**src/rtl/ds1620_pkg.sv**
```systemverilog
`default_nettype none
// ---------------------------------------------------------------------------
// ds1620_pkg: opcodes, FSM encoding and CFG layout for the DS1620 responder. Rev 1.0
// ---------------------------------------------------------------------------
package ds1620_pkg;

   localparam logic [7:0] OP_CONVERT = 8'hEE;
   localparam logic [7:0] OP_STOP    = 8'h22;
   localparam logic [7:0] OP_RD_TEMP = 8'hAA;
   localparam logic [7:0] OP_RD_CFG  = 8'hAC;
   localparam logic [7:0] OP_WR_CFG  = 8'h0C;
   localparam logic [7:0] OP_RD_TH   = 8'hA1;
   localparam logic [7:0] OP_RD_TL   = 8'hA2;
   localparam logic [7:0] OP_WR_TH   = 8'h01;
   localparam logic [7:0] OP_WR_TL   = 8'h02;

   localparam logic [2:0] ST_IDLE = 3'd0;
   localparam logic [2:0] ST_CMD  = 3'd1;
   localparam logic [2:0] ST_WR   = 3'd2;
   localparam logic [2:0] ST_RD   = 3'd3;
   localparam logic [2:0] ST_DONE = 3'd4;

   localparam int CFG_DONE  = 7;
   localparam int CFG_THF   = 6;
   localparam int CFG_TLF   = 5;
   localparam int CFG_1SHOT = 0;

   localparam logic [8:0] TH_RESET = 9'h0F0;
   localparam logic [8:0] TL_RESET = 9'h1F6;

   typedef enum logic [1:0] {
      WR_CFG = 2'd0,
      WR_TH  = 2'd1,
      WR_TL  = 2'd2
   } wr_sel_t;

endpackage
`default_nettype wire

```
**src/rtl/ds1620_sync_edge.sv**
```systemverilog
`default_nettype none
// ---------------------------------------------------------------------------
// ds1620_sync_edge: multi-flop input synchronizer with rise/fall pulses. Rev 1.0
// ---------------------------------------------------------------------------
module ds1620_sync_edge #(
   parameter int SYNC_STAGES = 2
) (
   input  logic clk,
   input  logic rst,
   input  logic din,
   output logic level,
   output logic rise,
   output logic fall
);

   logic [SYNC_STAGES-1:0] chain;
   logic                   prev;

   always_ff @(posedge clk or posedge rst) begin
      if (rst) begin
         chain <= '0;
         prev  <= 1'b0;
      end else begin
         chain <= {chain[SYNC_STAGES-2:0], din};
         prev  <= chain[SYNC_STAGES-1];
      end
   end

   assign level = chain[SYNC_STAGES-1];
   assign rise  = level & ~prev;
   assign fall  = ~level & prev;

endmodule
`default_nettype wire

```
**src/rtl/ds1620_responder.sv**
```systemverilog
`default_nettype none
// ---------------------------------------------------------------------------
// ds1620_responder: DS1620-style 3-wire slave with config register and conversion
// engine. Optional thermostat (TH/TL, THIGH/TLOW) via DS1620_THERMOSTAT_EN. Rev 1.0
// ---------------------------------------------------------------------------
module ds1620_responder
   import ds1620_pkg::*;
#(
   parameter int SYNC_STAGES = 2,
   parameter int CONV_CYCLES = 750,
   parameter int TEMP_W      = 9
) (
   input  logic              CLK_IN,
   input  logic              CLR,
   input  logic              DS_CLK,
   input  logic              DS_RST,
   input  logic              DQ_IN,
   input  logic [TEMP_W-1:0] TEMP_SET,
   output logic              DQ_OUT,
   output logic              TRI_EN,
   output logic [7:0]        CMD,
   output logic              CMD_STB,
   output logic              CONV_RUN,
   output logic              THIGH,
   output logic              TLOW
);

   localparam int SH_W  = (TEMP_W > 8) ? TEMP_W : 8;
   localparam int BC_W  = $clog2(SH_W + 1);
   localparam int CNT_W = (CONV_CYCLES > 1) ? $clog2(CONV_CYCLES) : 1;
   localparam logic [CNT_W-1:0] CONV_LAST = CNT_W'(CONV_CYCLES - 1);
   localparam logic [BC_W-1:0]  LEN_BYTE  = BC_W'(8);
   localparam logic [BC_W-1:0]  LEN_TEMP  = BC_W'(TEMP_W);
   localparam logic [BC_W-1:0]  LAST_CMD  = BC_W'(7);

   logic clk_lvl, clk_rise, clk_fall;
   logic rst_lvl, rst_rise, rst_fall;
   logic dq_lvl, dq_rise, dq_fall;

   ds1620_sync_edge #(.SYNC_STAGES(SYNC_STAGES)) u_sync_clk (
      .clk(CLK_IN), .rst(CLR), .din(DS_CLK), .level(clk_lvl), .rise(clk_rise), .fall(clk_fall));
   ds1620_sync_edge #(.SYNC_STAGES(SYNC_STAGES)) u_sync_rst (
      .clk(CLK_IN), .rst(CLR), .din(DS_RST), .level(rst_lvl), .rise(rst_rise), .fall(rst_fall));
   ds1620_sync_edge #(.SYNC_STAGES(SYNC_STAGES)) u_sync_dq (
      .clk(CLK_IN), .rst(CLR), .din(DQ_IN), .level(dq_lvl), .rise(dq_rise), .fall(dq_fall));

   logic [2:0]        state;
   logic [BC_W-1:0]   bit_cnt, xfer_len;
   logic [SH_W-1:0]   shift, rd_data, wr_val;
   wr_sel_t           wr_sel;
   logic [TEMP_W-1:0] temp_reg;
   logic [CNT_W-1:0]  conv_cnt;
   logic [1:0]        cfg_lo;
   logic              cfg_done, thf, tlf;
   logic [7:0]        cfg_val, cmd_byte;
   logic              link_edge, decode, conv_start, conv_stop, wr_done, cfg_wr;
   logic              unused_ok;

`ifdef DS1620_THERMOSTAT_EN
   logic [TEMP_W-1:0] th, tl;
   logic              ge_th, le_tl;
`endif

   assign link_edge  = rst_rise | rst_fall;
   assign cmd_byte   = {dq_lvl, shift[6:0]};
   assign decode     = (state == ST_CMD) && clk_rise && !link_edge && (bit_cnt == LAST_CMD);
   assign conv_start = decode && (cmd_byte == OP_CONVERT);
   assign conv_stop  = decode && (cmd_byte == OP_STOP);
   assign wr_done    = (state == ST_WR) && clk_rise && !link_edge &&
                       (bit_cnt == xfer_len - BC_W'(1));
   assign cfg_wr     = wr_done && (wr_sel == WR_CFG);
   assign cfg_val    = {cfg_done, thf, tlf, 3'b000, cfg_lo};
   assign unused_ok  = ^{clk_lvl, rst_lvl, dq_rise, dq_fall, wr_val};

   // Completed write word: the final bit is taken straight from the pin.
   always_comb begin
      wr_val          = shift;
      wr_val[bit_cnt] = dq_lvl;
   end

   always_ff @(posedge CLK_IN or posedge CLR) begin
      if (CLR) begin
         state    <= ST_IDLE;
         bit_cnt  <= '0;
         xfer_len <= '0;
         shift    <= '0;
         rd_data  <= '0;
         wr_sel   <= WR_CFG;
         DQ_OUT   <= 1'b0;
         TRI_EN   <= 1'b0;
         CMD      <= 8'h00;
         CMD_STB  <= 1'b0;
      end else begin
         CMD_STB <= 1'b0;
         if (rst_fall) begin
            state   <= ST_IDLE;
            TRI_EN  <= 1'b0;
            bit_cnt <= '0;
         end else if (rst_rise) begin
            state   <= ST_CMD;
            TRI_EN  <= 1'b0;
            bit_cnt <= '0;
         end else begin
            case (state)
               ST_CMD: begin
                  if (clk_rise) begin
                     shift[bit_cnt] <= dq_lvl;
                     bit_cnt        <= bit_cnt + BC_W'(1);
                     if (bit_cnt == LAST_CMD) begin
                        CMD     <= cmd_byte;
                        CMD_STB <= 1'b1;
                        bit_cnt <= '0;
                        state   <= ST_DONE;
                        case (cmd_byte)
                           OP_RD_TEMP: begin
                              rd_data  <= SH_W'(temp_reg);
                              xfer_len <= LEN_TEMP;
                              state    <= ST_RD;
                           end
                           OP_RD_CFG: begin
                              rd_data  <= SH_W'(cfg_val);
                              xfer_len <= LEN_BYTE;
                              state    <= ST_RD;
                           end
                           OP_WR_CFG: begin
                              wr_sel   <= WR_CFG;
                              xfer_len <= LEN_BYTE;
                              state    <= ST_WR;
                           end
`ifdef DS1620_THERMOSTAT_EN
                           OP_RD_TH: begin
                              rd_data  <= SH_W'(th);
                              xfer_len <= LEN_TEMP;
                              state    <= ST_RD;
                           end
                           OP_RD_TL: begin
                              rd_data  <= SH_W'(tl);
                              xfer_len <= LEN_TEMP;
                              state    <= ST_RD;
                           end
                           OP_WR_TH: begin
                              wr_sel   <= WR_TH;
                              xfer_len <= LEN_TEMP;
                              state    <= ST_WR;
                           end
                           OP_WR_TL: begin
                              wr_sel   <= WR_TL;
                              xfer_len <= LEN_TEMP;
                              state    <= ST_WR;
                           end
`endif
                           default: ;
                        endcase
                     end
                  end
               end
               ST_WR: begin
                  if (clk_rise) begin
                     shift[bit_cnt] <= dq_lvl;
                     bit_cnt        <= bit_cnt + BC_W'(1);
                     if (wr_done) begin
                        bit_cnt <= '0;
                        state   <= ST_DONE;
                     end
                  end
               end
               // Bits leave on falling edges; the master samples before the next rise.
               ST_RD: begin
                  if (clk_fall && (bit_cnt < xfer_len)) begin
                     DQ_OUT  <= rd_data[bit_cnt];
                     TRI_EN  <= 1'b1;
                     bit_cnt <= bit_cnt + BC_W'(1);
                  end else if (clk_rise && (bit_cnt == xfer_len)) begin
                     TRI_EN  <= 1'b0;
                     bit_cnt <= '0;
                     state   <= ST_DONE;
                  end
               end
               ST_IDLE, ST_DONE: ;
               default: state <= ST_IDLE;
            endcase
         end
      end
   end

   always_ff @(posedge CLK_IN or posedge CLR) begin
      if (CLR) begin
         CONV_RUN <= 1'b0;
         conv_cnt <= '0;
         temp_reg <= '0;
         cfg_done <= 1'b0;
         cfg_lo   <= 2'b00;
      end else begin
         if (conv_start) begin
            CONV_RUN <= 1'b1;
            conv_cnt <= '0;
            cfg_done <= 1'b0;
         end else if (conv_stop) begin
            CONV_RUN <= 1'b0;
            conv_cnt <= '0;
         end else if (CONV_RUN) begin
            if (conv_cnt == CONV_LAST) begin
               temp_reg <= TEMP_SET;
               cfg_done <= 1'b1;
               conv_cnt <= '0;
               if (cfg_lo[CFG_1SHOT])
                  CONV_RUN <= 1'b0;
            end else begin
               conv_cnt <= conv_cnt + CNT_W'(1);
            end
         end
         if (cfg_wr)
            cfg_lo <= wr_val[1:0];
      end
   end

`ifdef DS1620_THERMOSTAT_EN
   assign ge_th = $signed(temp_reg) >= $signed(th);
   assign le_tl = $signed(temp_reg) <= $signed(tl);

   // Flags are sticky: a CFG write of 0 clears them, a live compare re-sets them.
   always_ff @(posedge CLK_IN or posedge CLR) begin
      if (CLR) begin
         th    <= TEMP_W'(TH_RESET);
         tl    <= TEMP_W'(TL_RESET);
         thf   <= 1'b0;
         tlf   <= 1'b0;
         THIGH <= 1'b0;
         TLOW  <= 1'b0;
      end else begin
         if (wr_done && (wr_sel == WR_TH))
            th <= wr_val[TEMP_W-1:0];
         if (wr_done && (wr_sel == WR_TL))
            tl <= wr_val[TEMP_W-1:0];
         thf   <= (thf & ~(cfg_wr & ~wr_val[CFG_THF])) | ge_th;
         tlf   <= (tlf & ~(cfg_wr & ~wr_val[CFG_TLF])) | le_tl;
         THIGH <= ge_th;
         TLOW  <= le_tl;
      end
   end
`else
   assign thf   = 1'b0;
   assign tlf   = 1'b0;
   assign THIGH = 1'b0;
   assign TLOW  = 1'b0;
`endif

endmodule
`default_nettype wire

```
**config.mk**
```make
export PLATFORM = sky130hd
export DESIGN_NAME = ds1620_responder
export DESIGN_NICKNAME = d
export VERILOG_FILES = /design/src/rtl/ds1620_pkg.sv /design/src/rtl/ds1620_sync_edge.sv /design/src/rtl/ds1620_responder.sv
export SDC_FILE = /design/constraint.sdc
export NUM_CORES = 1
export LEC_CHECK = 0
export CORE_MARGIN = 4
export CORE_UTILIZATION = 42
export CTS_BUF_LIST = sky130_fd_sc_hd__clkbuf_4 sky130_fd_sc_hd__clkbuf_8
export DETAILED_ROUTE_END_ITERATION = 10
export PLACE_DENSITY = 0.62
export SLEW_MARGIN = 20
export SYNTH_ARGS = -nofsm -noshare
export SYNTH_HDL_FRONTEND = slang
export SYNTH_SLANG_ARGS = --single-unit
```
**constraint.sdc**
```tcl
create_clock -name CLK_IN -period 2.45 [get_ports CLK_IN]
set_input_delay 0.49 -clock CLK_IN [delete_from_list [all_inputs] [get_ports CLK_IN]]
set_output_delay 0.49 -clock CLK_IN [all_outputs]
set_load 0.05 [all_outputs]
```
==> flow_summary.yaml <==
finish:
  largest_register_ffs: 10
  multi_input_area_um2: 1638
  area_delta_synth_final_pct: 20.62
  n_fill_cell: 726
  drive_above_1_share: 0.2198
  finalNetCount: 392
  seqCellArea_um2: 1677
  antenna-diode-count: 0
  postLayoutCellArea_um2: 4128
sta:
  fmax_mhz: 444.4
  hold_viol_final: 0
  worst_pin_slew_ns: 0.5520
  finalClockSkew_ns: 0.008502
  final.setup.tns_ns: 0
  rsz0062_at_grt: "false"
  drv_slew: 0
  fin_crit_sh: 0.9184
  setup_viol: 0
  relSlewSlack: 0.6268
  min_period_ns: 2.250
place:
  place_area_um2: 3896
  gp_congestion: 0.8694
  hpwl_mm: 5.193
  port_buffers: 25
detailed_routing:
  vias: 2516
  finalWirelength_mm: 7.199
  ant_nets: 0
  routed-wl-met2_mm: 3.445
  wl_met3_um: 275
  post_drt_wl_per_cell_um: 15.16
  firstDrtPassIters: 4
  drt-met1-wl_mm: 3.350
  drc: 0
  routed.top_layer: "met4"
  viasPerCell: 5.297
  drtIter0Drc: 114
global_route:
  grt_pass1_vias: 2604
  grt_first_pass_wirelength_mm: 12.36
  grt_max_degree: 29
  antenna_found_initial: 0
  grt_overflow: 0
  grtUsageTotal: 0.1595
clocking:
  htree_levels: 3
  cts_buffers: 9
  cts_sinks: 67
  clockRootBuffer: "clkbuf_8"
  clk_latency_ns: 0.35
  tritoncts: "yes"
  cts_setup_buffers: 0
  cts_hold_buf: 0
  ctsResizeCount: 0
  cts_buffer_depth: 2
  clkTransAtPathRegs_ns: 0.07
yosys:
  synthArstFlopShare: 1.000
  synth_ff_type: "dfrtp_1"
  syn_area_per_cell_um2: 10.56
  synth_top_cell_area_share: 0.4899
  synth_edf_count: 0
  syn_area_um2: 3422
  yosys-top-cells-area: "dfrtp_1 49%, mux2_2 8.6%, nand2_1 4.8%"
  ys_ff_latch: 67
  synth.distinct_cells: 56
  synth-seq-area-share: 0.4899
  yosys.area.top_type: "dfrtp_1"
  syn_inst: 324
  yosysWarnings: 0
worst_setup_path:
  worstPathArrival_ns: 2.48
  setup.worst_path.end_class: "register"
  crit_type: "reg -> reg"
  crit_path_start_kind: "register"
  reg2reg_setup_slack_ns: 0.20
  critPathMaxFanout: 3
  worstPathRequired_ns: 2.68
power:
  comb_power_share: 0.179
  vdd_drop_max_v: 0.0003057
  pwr-share-clk: 0.379
  power.density_nw_per_um2: 681.0
  power.internal_uw: 2028
  p_sw_uw: 783.1
  pwr-share-seq: 0.443
  switching_share: 0.2786
  p_leak_uw: 0.001892
floorplanning:
  dieArea_um2: 9656
  fp-row-count: 32
  ios: 28
  die_y_um: 98.27
  die_w_um: 98.27
  start_util: 0.4383
  core_area_um2: 7807
min_path:
  worstHoldPathType: "reg -> reg"
outcome:
  outcome: "completed"
flow_run:
  cap_violations: 0
-- kinds of logic after synthesis --
| family | after synthesis | synth area share |
|---|---|---|
| AND/OR/NAND/NOR | 122 | 0.1865 |
| flip-flops | 67 | 0.4899 |
| AO/OA/AOI/OAI | 57 | 0.1166 |
| multiplexers | 36 | 0.1214 |
| buffers and inverters | 25 | 0.03254 |
| adder cells (fa/ha/maj) | 10 | 0.03656 |
| XOR/XNOR | 6 | 0.01536 |
| other | 1 | 0.001096 |
-- routing by layer --
layer,track usage,up-vias
met2,0.2560,42
met4,0.06303,0
met5,0,-
met3,0.04286,12
met1,0.2059,1233
li1,-,1229
-- Yosys cell counts (all sizes together) (3+ instances only) --
master	number
dfrtp	67
nand2	44
mux2	28
o21ai	25
nor2	24
inv	13
nand3	11
ha	10
a21oi	9
buf	8
mux2i	7
nor3	6
o211ai	5
or3	5
xor2	5
clkbuf	4
nand2b	4
nor2b	4
nor3b	4
and2	3
nor4	3
o21a	3
o31ai	3
-- worst paths after layout --
kind,to,from,depth (start not counted)
min reg2reg,u_sync_clk.chain[1]$_DFF_PP0_,u_sync_clk.chain[0]$_DFF_PP0_,0
min,u_sync_clk.chain[1]$_DFF_PP0_,u_sync_clk.chain[0]$_DFF_PP0_,0
min in group asynchronous,temp_reg[2]$_DFFE_PP0P_,CLR,2
max in group asynchronous,shift[6]$_DFFE_PP0P_,CLR,3
max reg2reg,state[1]$_DFFE_PP0P_,u_sync_rst.chain[1]$_DFF_PP0_,8
max,state[1]$_DFFE_PP0P_,u_sync_rst.chain[1]$_DFF_PP0_,8
-- worst max-delay path, stage by stage, from the launching register on --
cell	delay, ns
dfrtp_1	0.38
inv_1	0.05
ha_1	0.33
inv_2	0.05
or3_1	0.37
or3_1	0.33
a211oi_2	0.21
o21ai_2	0.11
mux2_4	0.31
-- layout make-up --
cell class	count	share of cell area
tap	102	0.03092
clock inverter	4	0.01758
inverter	13	0.01182
clock buffer	12	0.03850
timing repair buffer	44	0.09821
multi-input combinational	233	0.3968
sequential	67	0.4062
-- power groups by stage --
stage	clock network [uW]	logic, uW	registers, uW
after floorplan	0	345	1230
after global placement	0	491	1260
after detailed placement	0	497	1260
after CTS	1080	505	1240
after global routing	1130	558	1260
final	1060	502	1240
-- per-stage QoR --
step | hold slack (ns) | util | total power [uW] | instances | worst slack [ns]
after floorplan | 0.3312 | - | 1574 | 325 | 0.2438
after global placement | 0.3323 | 0.4990 | 1752 | 459 | 0.2653
after detailed placement | 0.3364 | 0.4990 | 1760 | 459 | 0.2106
after CTS | 0.3514 | 0.5287 | 2831 | 475 | 0.2021
after global routing | 0.3555 | 0.5287 | 2948 | 475 | 0.02535
final | 0.3569 | 0.5287 | 2811 | 475 | 0.1999
-- cell usage in the layout (no fill, tap or decap), types with 10 or more instances in the layout --
cell type and n:
nor2_1 22, dfrtp_1 67, inv_1 11, nand3_1 11, clkdlybuf4s50_1 25, ha_1 10, nand2_1 44, buf_4 18
o21ai_0 19, mux2_2 26, clkbuf_8 11
Power figures use the tool's default switching activity.
